`src/rtl/ram_if_pkg.sv`:
```
// Shared types and default sizing for the single-port RAM initiator.
// Command direction encoding matches the RAM wr_rd pin.
package ram_if_pkg;

    localparam int          DEF_ADDR_WIDTH = 5;
    localparam int          DEF_DATA_WIDTH = 32;
    localparam int unsigned DEF_MEM_DEPTH  = 32;
    localparam int          DEF_TIMEOUT    = 16;

    localparam logic WR = 1'b1;
    localparam logic RD = 1'b0;

    typedef enum logic [1:0] {
        IDLE   = 2'd0,
        ACCESS = 2'd1,
        RESP   = 2'd2
    } state_t;

endpackage

```
`src/rtl/ram_watchdog.sv`:
```
// Wait-cycle counter for an outstanding RAM access.
// o_tc flags the final allowed cycle (count == TIMEOUT-1).
module ram_watchdog #(
    parameter int TIMEOUT = 16
) (
    input  logic clk,
    input  logic rstn,
    input  logic i_clear,
    input  logic i_enable,
    output logic o_tc
);

    localparam int CW = $clog2(TIMEOUT);

    logic [CW-1:0] r_cnt;

    always_ff @(posedge clk or negedge rstn) begin
        if (!rstn) begin
            r_cnt <= '0;
        end else if (i_clear) begin
            r_cnt <= '0;
        end else if (i_enable) begin
            r_cnt <= r_cnt + 1'b1;
        end
    end

    assign o_tc = (r_cnt == CW'(TIMEOUT - 1));

endmodule

```
`src/rtl/ram_access_master.sv`:
```
// Single-transaction initiator: command port -> single-port RAM -> response port.
// Illegal addresses are answered with an error without touching the RAM.
module ram_access_master
    import ram_if_pkg::*;
#(
    parameter int          ADDR_WIDTH = DEF_ADDR_WIDTH,
    parameter int          DATA_WIDTH = DEF_DATA_WIDTH,
    parameter int unsigned MEM_DEPTH  = DEF_MEM_DEPTH,
    parameter int          TIMEOUT    = DEF_TIMEOUT
) (
    input  logic                  clk,
    input  logic                  rstn,
    input  logic                  cmd_valid,
    output logic                  cmd_ready,
    input  logic                  cmd_wr_rd,
    input  logic [ADDR_WIDTH-1:0] cmd_addr,
    input  logic [DATA_WIDTH-1:0] cmd_wdata,
    output logic                  rsp_valid,
    input  logic                  rsp_ready,
    output logic                  rsp_wr_rd,
    output logic [DATA_WIDTH-1:0] rsp_rdata,
    output logic                  rsp_error,
    output logic                  rsp_timeout,
    output logic                  en,
    output logic                  valid,
    output logic                  wr_rd,
    output logic [ADDR_WIDTH-1:0] addr,
    output logic [DATA_WIDTH-1:0] din,
    input  logic [DATA_WIDTH-1:0] dout,
    input  logic                  ready,
    input  logic                  error,
    output logic                  busy,
    output logic [15:0]           txn_count
);

    state_t                r_state;
    logic                  r_cmd_ready;
    logic                  r_rsp_valid;
    logic                  r_rsp_wr_rd;
    logic [DATA_WIDTH-1:0] r_rsp_rdata;
    logic                  r_rsp_error;
    logic                  r_rsp_timeout;
    logic                  r_en;
    logic                  r_wr_rd;
    logic [ADDR_WIDTH-1:0] r_addr;
    logic [DATA_WIDTH-1:0] r_din;
    logic                  r_busy;
    logic [15:0]           r_txn_count;

    logic w_accept;
    logic w_legal;
    logic w_tc;

    assign w_accept = cmd_valid && r_cmd_ready;
    assign w_legal  = (32'(cmd_addr) < MEM_DEPTH);

    ram_watchdog #(
        .TIMEOUT (TIMEOUT)
    ) u_wd (
        .clk      (clk),
        .rstn     (rstn),
        .i_clear  (r_state != ACCESS),
        .i_enable (r_state == ACCESS),
        .o_tc     (w_tc)
    );

    always_ff @(posedge clk or negedge rstn) begin
        if (!rstn) begin
            r_state       <= IDLE;
            r_cmd_ready   <= 1'b0;
            r_rsp_valid   <= 1'b0;
            r_rsp_wr_rd   <= 1'b0;
            r_rsp_rdata   <= '0;
            r_rsp_error   <= 1'b0;
            r_rsp_timeout <= 1'b0;
            r_en          <= 1'b0;
            r_wr_rd       <= 1'b0;
            r_addr        <= '0;
            r_din         <= '0;
            r_busy        <= 1'b0;
            r_txn_count   <= '0;
        end else begin
            unique case (r_state)
                IDLE: begin
                    if (w_accept) begin
                        r_cmd_ready <= 1'b0;
                        r_busy      <= 1'b1;
                        r_rsp_wr_rd <= cmd_wr_rd;
                        if (w_legal) begin
                            r_en    <= 1'b1;
                            r_wr_rd <= cmd_wr_rd;
                            r_addr  <= cmd_addr;
                            r_din   <= (cmd_wr_rd == WR) ? cmd_wdata : '0;
                            r_state <= ACCESS;
                        end else begin
                            r_rsp_valid <= 1'b1;
                            r_rsp_error <= 1'b1;
                            r_rsp_rdata <= '0;
                            r_state     <= RESP;
                        end
                    end else begin
                        r_cmd_ready <= 1'b1;
                    end
                end
                ACCESS: begin
                    // ready has priority over the watchdog on the same edge
                    if (ready || w_tc) begin
                        r_en          <= 1'b0;
                        r_wr_rd       <= 1'b0;
                        r_addr        <= '0;
                        r_din         <= '0;
                        r_rsp_valid   <= 1'b1;
                        r_rsp_error   <= ready ? error : 1'b1;
                        r_rsp_timeout <= !ready;
                        r_rsp_rdata   <= (ready && !error && r_wr_rd == RD)
                                         ? dout : '0;
                        r_state       <= RESP;
                    end
                end
                RESP: begin
                    if (rsp_ready) begin
                        r_rsp_valid   <= 1'b0;
                        r_rsp_wr_rd   <= 1'b0;
                        r_rsp_rdata   <= '0;
                        r_rsp_error   <= 1'b0;
                        r_rsp_timeout <= 1'b0;
                        r_txn_count   <= r_txn_count + 16'd1;
                        r_cmd_ready   <= 1'b1;
                        r_busy        <= 1'b0;
                        r_state       <= IDLE;
                    end
                end
                default: r_state <= IDLE;
            endcase
        end
    end

    assign cmd_ready   = r_cmd_ready;
    assign rsp_valid   = r_rsp_valid;
    assign rsp_wr_rd   = r_rsp_wr_rd;
    assign rsp_rdata   = r_rsp_rdata;
    assign rsp_error   = r_rsp_error;
    assign rsp_timeout = r_rsp_timeout;
    assign en          = r_en;
    assign valid       = r_en;
    assign wr_rd       = r_wr_rd;
    assign addr        = r_addr;
    assign din         = r_din;
    assign busy        = r_busy;
    assign txn_count   = r_txn_count;

endmodule

```
`config.mk`:
```
export PLATFORM = sky130hd
export DESIGN_NAME = ram_access_master
export DESIGN_NICKNAME = d
export VERILOG_FILES = /design/src/rtl/ram_if_pkg.sv /design/src/rtl/ram_watchdog.sv /design/src/rtl/ram_access_master.sv
export SDC_FILE = /design/constraint.sdc
export NUM_CORES = 1
export LEC_CHECK = 0
export ABC_AREA = 1
export CORE_ASPECT_RATIO = 1.25
export CORE_MARGIN = 1
export CORE_UTILIZATION = 45
export CTS_CLUSTER_SIZE = 30
export DETAILED_ROUTE_END_ITERATION = 10
export DONT_BUFFER_PORTS = 1
export GPL_TIMING_DRIVEN = 0
export MAX_ROUTING_LAYER = met4
export PLACE_DENSITY = 0.65
export SKIP_CTS_REPAIR_TIMING = 1
export SLEW_MARGIN = 20
export SYNTH_ARGS = -nofsm -noshare
export SYNTH_HDL_FRONTEND = slang
export SYNTH_HIERARCHICAL = 1
export SYNTH_SLANG_ARGS = --single-unit
export TNS_END_PERCENT = 50
```
`constraint.sdc`:
```
create_clock -name clk -period 1.89 [get_ports clk]
set_input_delay 0.4725 -clock clk [delete_from_list [all_inputs] [get_ports clk]]
set_output_delay 0.4725 -clock clk [all_outputs]
set_load 0.02 [all_outputs]
```
### Word-level counts from Yosys, hierarchy flattened

Index checks and enable logic that the tools add are counted.
W data, S select, Z words.

| storage, ports and cells | value |
|---|---|
| output and inout port bits | 94 |
| register bits | 99 |
| input bits | 76 |

| cells by class | value |
|---|---|
| bitwise gates (word level) | 1 |
| equality and inequality tests | 7 |
| add/sub/neg operators | 2 |
| mux-type cells | 35 |
| reductions and logical operators | 17 |

Operator list:

| operator | number |
|---|---|
| $mux W32 | 6 |
| $pmux W32 S2 | 2 |
| $add A16 B1 Y16 const B | 1 |
| $pmux W1 S2 | 8 |
| $reduce_and A3 Y1 | 4 |
| $mux W1 | 10 |
| $mux W5 | 2 |
| $pmux W5 S2 | 1 |
| $mux W4 | 2 |
| $reduce_bool A2 Y1 | 4 |
| $mux W2 | 3 |
| $ne A2 B2 Y1 const B | 3 |
| $pmux W2 S3 | 1 |
| $add A4 B1 Y4 const B | 1 |
| $eq A4 B4 Y1 const B | 1 |
| $reduce_and A2 Y1 | 2 |
| $logic_and A1 B1 Y1 | 3 |
| $eq A2 B1 Y1 const B | 1 |
| $eq A2 B2 Y1 const B | 1 |
| $logic_not A1 Y1 | 2 |
| $logic_not A2 Y1 | 1 |
| $ne A2 B1 Y1 const B | 1 |
| $logic_or A1 B1 Y1 | 1 |
| $not A1 Y1 | 1 |

### Logic depth before layout (Yosys ltp)

Gate-level depths: netlist of run 1.

| logic depth | value |
|---|---|
| word-level depth | 6 |
| gate-level depth with buffers | 8 |

### By module

Netlist of run 1, hierarchy kept.

By module, submodules not included:

| module | times used | cells an instance | area each (um^2) |
|---|---|---|---|
| ram_access_master | 1 | 452 | 4165.2 |
| ram_watchdog | 1 | 26 | 211.5 |

### Worst setup path before layout of run 1

OpenSTA, ideal clock, no wires.

| timing | value |
|---|---|
| path type | register to register |
| start point | reg u_wd.r_cnt[0] |
| end point | reg r_din[13], in the netlist din[13] |
| clock period less this slack | 1.352 ns |
| stages on the path, launching flop included | 9 |
| data arrival time | 1.275 ns |
| setup slack | 0.538 ns |
| cells stage by stage | dfrtp_1 > ha_1 > nand2_1 > nor2_1 > o21ai_4 > buf_6 > buf_6 > nand3_1 > o21ai_1 |

| between the ends | value |
|---|---|
| cells in the longest elaborated chain, start to end | 4 |

Ends and longest elaborated chain:

| item | line | source |
|---|---|---|
| from (decl) | ram_watchdog.sv:15 | `logic [CW-1:0] r_cnt;` |
| from (signal assigned) | ram_watchdog.sv:23 | `r_cnt <= r_cnt + 1'b1;` |
| $eq A4 B4 Y1 | ram_watchdog.sv:27 | `assign o_tc = (r_cnt == CW'(TIMEOUT - 1));` |
| net w_tc | ram_access_master.sv:52 | `logic w_tc;` |
| $logic_or A1 B1 Y1 | ram_access_master.sv:107 | `if (ready \|\| w_tc) begin` |
| $ne A2 B2 Y1 (no line) | - |  |
| $reduce_and A3 Y1 (no line) | - |  |
| to (signal assigned) | ram_access_master.sv:93 | `r_din <= (cmd_wr_rd == WR) ? cmd_wdata : '0;` |
| to (decl) | ram_access_master.sv:46 | `logic [DATA_WIDTH-1:0] r_din;` |

The timed path passes the listed nets, and every way through them passes these cells.
A chain may end at the register's enable or synchronous reset.

### Final worst setup path of run 1

| timing | value |
|---|---|
| start point | reg u_wd.r_cnt[0] |
| end point | reg r_rsp_rdata[29], in the netlist rsp_rdata[29] |

| between the ends | value |
|---|---|
| cells in the longest elaborated chain, start to end | 4 |

Ends and longest elaborated chain:

| item | line | source |
|---|---|---|
| $eq A4 B4 Y1 | ram_watchdog.sv:27 |  |
| net w_tc | ram_access_master.sv:52 |  |
| $logic_or A1 B1 Y1 | ram_access_master.sv:107 |  |
| $ne A2 B2 Y1 (no line) | - |  |
| $reduce_and A3 Y1 (no line) | - |  |
| to (signal assigned) | ram_access_master.sv:115 | `r_rsp_rdata <= (ready && !error && r_wr_rd == RD)` |
| to (decl) | ram_access_master.sv:40 | `logic [DATA_WIDTH-1:0] r_rsp_rdata;` |

The timed path passes the listed nets, and every way through them passes these cells.

==> summary.txt, run 1 <==
Synthesis
  • Post-synth top area share: 0.566
  • Mapped Nets: 556
  • Cell count after synthesis: 478
  • Synth area leader: dfrtp_1
  • Mapped cell area: 4380 µm²
  • Syn Area/Cell: 9.16 µm²
  • Synth Warn #: 6
  • Yosys reg bits: 99
  • Sequential area share after synthesis: 0.566
  • Count of cell types in the netlist: 26
  • Top post-synthesis cells by area: dfrtp_1, nand3_1, nand2_1

Route
  • Metal1 wirelength: 4.12 mm
  • Detailed Route Iter0 Violations: 92
  • Post-route ant nets: 0
  • First-pass DRT Iterations: 5
  • Vias/cell: 5.31
  • Wire length on met2: 4.99 mm
  • Highest routed metal layer: met4
  • Met3 routed WL: 862 µm
  • Final wirelength: 10.2 mm
  • Post-route DRC: 0
  • Average wire per standard cell: 16.5 µm
  • Routed via count: 3269

Setup path
  • RR Startpoint: u_wd/r_cnt[0]
  • Crit-path max cell delay: 410 ps
  • Crit-path cells: ha_1 > nand2_1 > nor2_1 > o21ai_4 > buf_6 > buf_6 > nand3_1 > nand2_1
  • Setup crit end kind: register
  • Worst Setup Path Type: register to register
  • Arr. time, crit path: 1870 ps
  • Worst path top cell family by delay: flip-flops
  • Crit path from: u_wd/r_cnt[0]
  • Critical Path RT: 2170 ps
  • CP startpoint kind: register
  • Critical Path Slowest Stage Cell: dfrtp_1
  • CP max FO: 10
  • Number of buffers and inverters on the critical path: 2

Global routing
  • Global-route wire length before repair: 16.4 mm
  • Total congestion overflow: 0
  • Initial antenna violation count: 0
  • Gr usage total: 0.211
  • Vias in the first global route: 3312
  • Largest net degree at the start of global routing: 100

Place
  • DP Worst Slack: 309 ps
  • Buffers on Ports: 0
  • DP HPWL: 7.40 mm
  • Routability Congestion: 0.792
  • Placed cell area: 4530 µm²

CTS
  • Number of CTS-inserted buffers: 9
  • H-tree depth: 3
  • TritonCTS clock tree: built
  • Clock root buffer: clkbuf_16
  • Clk sinks: 99
  • Max clock buf depth: 2
  • Worst skew pair latency: 340 ps
  • Clock Pin Slew Worst Setup and Hold Paths: 70 ps

Timing
  • Setup ws final: 298 ps
  • RSZ-0062 raised after global routing: no
  • Final min period: 1590 ps
  • Final setup TNS: 0 ps
  • Setup Viol. Count Final: 0
  • Hold WS: -177 ps
  • Max-slew violations: 0
  • Final period util: 0.843
  • Worst-Margin Slew: 372 ps
  • Clk_skew: 7.05 ps
  • Max frequency: 628 MHz
  • Rel. slew slack: 0.750
  • Final hold violation count: 99

Outcome
  • Failing checks: negative hold slack
  • Status: finished with violations

Layout
  • Synth-to-Final Area Change: 9.86%
  • # diodes: 0
  • Most frequent cells in the layout: nand3_1, dfrtp_1, nand2_1
  • Share of cells above drive strength 1: 0.118
  • Fill cell count: 893
  • Final instance area: 4810 µm²
  • Most common cell after layout, fill and taps aside: nand3_1
  • Final nets: 567

Power and ir drop
  • Peak VDD IR: 0.878 mV
  • Clk pwr share: 0.227
  • Sw Share: 0.423
  • Logic pwr share: 0.207
  • LEAKAGE: 2.53 nW
  • P per Cell Area: 1580 nW/µm²
  • Psw: 3.21 mW
  • Power Internal: 4.38 mW
  • Share of power burned in registers: 0.566

Die
  • DIE WIDTH: 90.2 µm
  • Core box area: 9270 µm²
  • Row cnt: 39
  • I/O Pins: 170
  • Die area: 10100 µm²
  • Die H: 112 µm
  • Initial Utilization: 0.472

Run
  • Max Cap Viol: 0

Min path
  • Worst hold path type: input port to asynchronous set/reset pin
[stage by stage]
step | instances | hold WS (ps) | utilization | total power, mW
floorplan | 478 | 177 | - | 5.40
global placement | 601 | 179 | 0.489 | 5.85
detailed placement | 601 | 179 | 0.489 | 5.94
CTS | 616 | -191 | 0.519 | 7.67
global route | 616 | -189 | 0.519 | 8.00
finish | 616 | -177 | 0.519 | 7.59
[sequential cells by signal, summed over array words and instances (netlist names)]
name         flops
u_wd/r_cnt       4
busy             1
cmd_ready        1
addr             5
rsp_error        1
en               1
r_state          2
rsp_valid        1
rsp_rdata       32
txn_count       16
rsp_wr_rd        1
rsp_timeout      1
wr_rd            1
din             32
[cell families (layout without fill, tap and decap cells)]
family	count (synthesis)	count (layout)	synth area share
adder cells (fa/ha/maj)	2	2	0.00572
flip-flops	99	99	0.566
AND/OR/NAND/NOR	229	229	0.249
XOR/XNOR	10	10	0.0200
buffers and inverters	89	104	0.0992
AO/OA/AOI/OAI	49	49	0.0598
[power by group through the flow]
stage | Combinational [mW] | Clock, mW | Sequential, mW
floorplan | 1.30 | 0 | 4.10
global placement | 1.53 | 0 | 4.32
detailed placement | 1.61 | 0 | 4.33
CTS | 1.60 | 1.76 | 4.31
global route | 1.82 | 1.81 | 4.37
finish | 1.57 | 1.72 | 4.29
[Yosys cell counts]
master    number
o21ai_4        1
a21oi_1        5
xnor2_1        3
nand3_2        1
nor2_4         4
nand4_1        4
nand2_1       81
a211oi_1       1
inv_2          2
buf_6         10
nor2_1        15
buf_4          1
buf_2         17
o21ai_1       35
o21ai_0        6
xor2_1         7
inv_1         59
nor2_2         4
ha_1           2
nor3_2         1
o31ai_1        1
nand3_1      114
nor3_1         3
nand3_4        1
nand4_2        1
dfrtp_1       99
[area by class of cell]
class / count / area [µm²] / area share
well taps: 123 / 154 / 0.0320
plain buffers: 28 / 205 / 0.0427
multi-input cells: 290 / 1470 / 0.305
clock inverters: 5 / 38.8 / 0.00807
clock buffers: 10 / 239 / 0.0497
inverters: 61 / 229 / 0.0476
flip-flops and latches: 99 / 2480 / 0.515
[worst reg2reg max path, cell delays in order, from the launching register on]
cell and delay, ps:
dfrtp_1 410, ha_1 230, nand2_1 80, nor2_1 70, o21ai_4 200, buf_6 200, buf_6 160, nand3_1 90
nand2_1 80
[per-layer routing]
metal / vias to the layer above / global-route usage
met5: - / -
met4: 0 / 0.0914
met3: 13 / 0.0630
met2: 135 / 0.343
met1: 1547 / 0.243
li1: 1574 / -
[final timing paths]
kind	slack, ps	cells after the start	endpoint
max	300	8	rsp_rdata[29]
min	-180	0	txn_count[10]
max reg2reg	300	8	rsp_rdata[29]
min reg2reg	530	2	u_wd/r_cnt[1]
max in group asynchronous	1950	0	din[14]
min in group clk	220	1	rsp_timeout
Power figures use the tool's default switching activity.
==> run 2, diff against run 1 <==
==> constraint.sdc (replaced) <==
create_clock -name clk -period 1.6 [get_ports clk]
set_input_delay 0.4 -clock clk [delete_from_list [all_inputs] [get_ports clk]]
set_output_delay 0.4 -clock clk [all_outputs]
set_load 0.02 [all_outputs]
==> summary.txt, run 2 (synthesized netlist as in run 1, its figures left out) <==
Route
  • Post-route ant nets: 0
  • Final wirelength: 10.3 mm
  • Vias/cell: 5.26
  • Routed via count: 3283
  • Post-route DRC: 0
  • First-pass DRT Iterations: 4
  • Detailed Route Iter0 Violations: 104
  • Average wire per standard cell: 16.5 µm

Place
  • Buffers on Ports: 0
  • DP HPWL: 7.40 mm
  • Placed cells: 601
  • Routability Congestion: 0.792

Timing
  • Clk_skew: 6.89 ps
  • Final hold violation count: 99
  • Rel. slew slack: 0.750
  • Final period util: 0.963
  • RSZ-0062 raised after global routing: yes
  • Hold WS: -247 ps
  • Setup Viol. Count Final: 0
  • Worst-Margin Slew: 372 ps
  • Max frequency: 649 MHz
  • Final min period: 1540 ps
  • Max-slew violations: 0

Layout
  • Most frequent cells in the layout: nand3_1, dfrtp_1, nand2_1
  • Fill cell count: 884
  • Most common cell after layout, fill and taps aside: nand3_1
  • Final nets: 575
  • # diodes: 0
  • Finished Layout Cells: 624
  • Synth-to-Final Area Change: 12.9%
  • Share of cells above drive strength 1: 0.146

Setup path
  • CP max FO: 5
  • Crit-path max cell delay: 410 ps
  • Crit-path cells: ha_4 > nand2_4 > nor2_4 > o21ai_4 > buf_8 > buf_4 > buf_4 > nand3_1 > o21ai_1
  • Critical Path Slowest Stage Cell: dfrtp_1
  • Crit path from: u_wd/r_cnt[0]
  • Most used cell, CP: buf_4
  • CP startpoint kind: register
  • Arr. time, crit path: 1800 ps
  • RR Startpoint: u_wd/r_cnt[0]
  • Critical Path RT: 1860 ps
  • Worst Setup Path Type: register to register
  • Setup crit end kind: register

Power and ir drop
  • LEAKAGE: 2.60 nW
  • P per Cell Area: 1840 nW/µm²
  • Peak VDD IR: 1.04 mV
  • Total power after layout: 9.11 mW

Global routing
  • Initial antenna violation count: 0
  • Total congestion overflow: 0
  • Largest net degree at the start of global routing: 100
  • Vias in the first global route: 3312
  • Gr usage total: 0.211
  • Global-route wire length before repair: 16.4 mm

CTS
  • TritonCTS clock tree: built
  • Clock Pin Slew Worst Setup and Hold Paths: 70 ps
  • H-tree depth: 3
  • Max clock buf depth: 2
  • Worst skew pair latency: 340 ps
  • Clk sinks: 99
  • Clock root buffer: clkbuf_16
  • Number of CTS-inserted buffers: 9

Outcome
  • Failing checks: negative hold slack
  • Status: finished with violations

Die
  • Core box area: 9270 µm²
  • Row cnt: 39
  • DIE WIDTH: 90.2 µm
  • Die area: 10100 µm²
  • Initial Utilization: 0.472
  • Die H: 112 µm
  • I/O Pins: 170

Min path
  • Worst hold path type: input port to asynchronous set/reset pin

Run
  • Max Cap Viol: 0
## run 2: worst paths after layout
check	cells after the start	slack (ps)	endpoint
setup / recovery	9	60	din[20]
hold / removal	0	-250	txn_count[15]
setup reg to reg	9	60	din[20]
hold reg to reg	2	550	u_wd/r_cnt[3]
max in group asynchronous	0	1720	din[14]
min in group clk	1	140	rsp_timeout
## run 2: metal layers
layer | GRT usage | share of wire
met1 | 0.243 | 0.40
met2 | 0.343 | 0.49
met3 | 0.0630 | 0.088
met4 | 0.0914 | 0.019
met5 | - | 0
## run 2: critical path, delay by kind of cell, from the launching register on
family                     cells  cell delay [ps]
and+or+nand+nor                3              160
adders and majority gates      1              190
buffers and inverters          3              390
DFF                            1              410
AOI/OAI and AO/OA              2              310
## run 2: power by group
part	switching [mW]	leakage (nW)	internal (mW)
combinational	1.14	1.16	0.863
sequential	1.75	1.30	3.33
clock	0.939	0.135	1.10
## run 2: cell type report
| type | count | area (µm²) | area share |
|---|---|---|---|
| Multi-Input combinational cell | 290 | 1500 | 0.303 |
| Tap cell | 123 | 154 | 0.0311 |
| Sequential cell | 99 | 2480 | 0.502 |
| Timing Repair Buffer | 9 | 97.6 | 0.0197 |
| Inverter | 61 | 229 | 0.0463 |
| Clock buffer | 10 | 239 | 0.0484 |
| Buffer | 27 | 208 | 0.0420 |
| Clock inverter | 5 | 38.8 | 0.00785 |
## run 2: stage by stage
stage | hold slack, ps | TNS (ps) | setup WS (ps) | utilization | area [µm²]
floorplan | 104 | 0 | 248 | - | 4380
global placement | 106 | 0 | 52.5 | 0.489 | 4530
detailed placement | 106 | 0 | 19.2 | 0.489 | 4530
CTS | -263 | -4.03 | -4.03 | 0.519 | 4810
global route | -261 | -64.3 | -19.3 | 0.533 | 4940
finish | -247 | 0 | 59.3 | 0.533 | 4940
==> run 3, diff against run 2 <==
--- a/config.mk
+++ b/config.mk
@@ -8,13 +8,14 @@
 export ABC_AREA = 1
 export CORE_ASPECT_RATIO = 1.25
 export CORE_MARGIN = 1
-export CORE_UTILIZATION = 45
+export CORE_UTILIZATION = 50
+export CTS_BUF_LIST = sky130_fd_sc_hd__clkbuf_8
 export CTS_CLUSTER_SIZE = 30
 export DETAILED_ROUTE_END_ITERATION = 10
 export DONT_BUFFER_PORTS = 1
 export GPL_TIMING_DRIVEN = 0
 export MAX_ROUTING_LAYER = met4
-export PLACE_DENSITY = 0.65
+export PLACE_DENSITY = 0.7
 export SKIP_CTS_REPAIR_TIMING = 1
 export SLEW_MARGIN = 20
 export SYNTH_ARGS = -nofsm -noshare
==> summary.txt, run 3 (synthesized netlist as in run 1, its figures left out) <==
Outcome
  • Status: finished with violations
  • Failing checks: negative hold slack

Route
  • Average wire per standard cell: 16.0 µm
  • Vias/cell: 5.34
  • Post-route DRC: 0
  • Routed via count: 3302
  • Post-route ant nets: 0
  • Final wirelength: 9.88 mm
  • First-pass DRT Iterations: 4
  • Detailed Route Iter0 Violations: 203

Die
  • Initial Utilization: 0.522
  • Die H: 107 µm
  • I/O Pins: 170
  • DIE WIDTH: 85.7 µm
  • Row cnt: 37
  • Core box area: 8380 µm²
  • Die area: 9130 µm²

Layout
  • Synth-to-Final Area Change: 11.8%
  • Multi-input gate area in the final layout: 1480 µm²
  • Final nets: 574
  • # diodes: 0
  • Most common cell after layout, fill and taps aside: nand3_1
  • Fill cell count: 746
  • Finished Layout Cells: 618
  • FF+latch area: 2480 µm²
  • Share of cells above drive strength 1: 0.142
  • Most frequent cells in the layout: nand3_1, dfrtp_1, nand2_1

Timing
  • Max-slew violations: 0
  • Final period util: 0.955
  • Clk_skew: 11.1 ps
  • Final min period: 1530 ps
  • Rel. slew slack: 0.735
  • Setup Viol. Count Final: 0
  • Hold WS: -280 ps
  • Setup ws final: 72.1 ps
  • Max frequency: 654 MHz
  • Final hold violation count: 99
  • Worst-Margin Slew: 395 ps

CTS
  • Max clock buf depth: 2
  • Number of CTS-inserted buffers: 9
  • Clock root buffer: clkbuf_8
  • TritonCTS clock tree: built
  • Worst skew pair latency: 370 ps
  • H-tree depth: 3
  • Clk sinks: 99
  • Clock Pin Slew Worst Setup and Hold Paths: 100 ps

Setup path
  • RR Endpoint: rsp_rdata[12]
  • RR Startpoint: u_wd/r_cnt[0]
  • Worst Setup Path Type: register to register
  • Critical Path RT: 1860 ps
  • Reg2reg path depth: 9
  • Arr. time, crit path: 1790 ps
  • CP startpoint kind: register
  • Setup slack, reg-to-reg: 70 ps
  • Setup crit end kind: register
  • CP max FO: 10

Place
  • Buffers on Ports: 0
  • DP Worst Slack: 14.4 ps
  • Placed cells: 595
  • Routability Congestion: 0.774
  • DP HPWL: 7.16 mm

Global routing
  • Total congestion overflow: 0
  • Vias in the first global route: 3219
  • Global-route wire length before repair: 15.4 mm
  • Initial antenna violation count: 0
  • Gr usage total: 0.223
  • Largest net degree at the start of global routing: 100

Power and ir drop
  • LEAKAGE: 2.57 nW
  • P per Cell Area: 1760 nW/µm²
  • Peak VDD IR: 0.984 mV
  • Total power after layout: 8.62 mW

Run
  • Max Cap Viol: 0

Min path
  • Worst hold path type: input port to asynchronous set/reset pin
## run 3: cell count changes in the layout (fill, tap and decap cells not counted), moves of 4 or more
cell,before,now
buf_2,16,12
buf_4,9,5
clkbuf_16,10,4
clkbuf_8,1,10
## run 3: cell type report
class	count	share of cell area
Buffer	28	0.0493
Clock buffer	10	0.0281
Clock inverter	6	0.00818
Inverter	61	0.0468
Multi-Input combinational cell	290	0.303
Sequential cell	99	0.506
Tap cell	117	0.0299
Timing Repair Buffer	7	0.0284
## run 3: power by group
group          leakage, nW  internal, mW  total, mW  switching [mW]
combinational         1.18         0.941       2.10            1.16
sequential            1.30          3.32       5.05            1.72
clock               0.0924         0.608       1.47           0.867
total                 2.57          4.87       8.62            3.75
## run 3: worst max-delay path, cell delays in order (launching register included)
cell	delay [ps]
dfrtp_1	410
ha_2	200
nand2_2	80
nor2_4	50
o21ai_4	160
buf_12	140
inv_2	60
buf_4	170
nand3_1	70
nand2_1	70
## run 3: stage by stage
step	utilization	instance area, µm²	TNS (ps)
2_1_floorplan	-	4380	0
3_3_place_gp	0.540	4520	0
3_5_place_dp	0.540	4520	0
4_1_cts	0.561	4700	-12.8
5_1_grt	0.584	4890	-3.77
6_report	0.584	4890	0
## run 3: worst max path at each step
stage	start	endpoint	slack (ps)	depth (start not counted)
global route	u_wd/r_cnt[1]	rsp_rdata[29]	-2	9
floorplan	u_wd/r_cnt[0]	din[13]	250	8
global placement	txn_count[0]	txn_count[8]	70	5
finish	u_wd/r_cnt[0]	rsp_rdata[12]	70	9
detailed placement	u_wd/r_cnt[0]	din[14]	10	8
CTS	u_wd/r_cnt[0]	din[14]	-10	8
## run 3: per-layer routing
metal,part of all wire,GRT usage
met1,0.40,0.260
met3,0.076,0.0516
met2,0.50,0.362
met5,0,-
met4,0.028,0.114
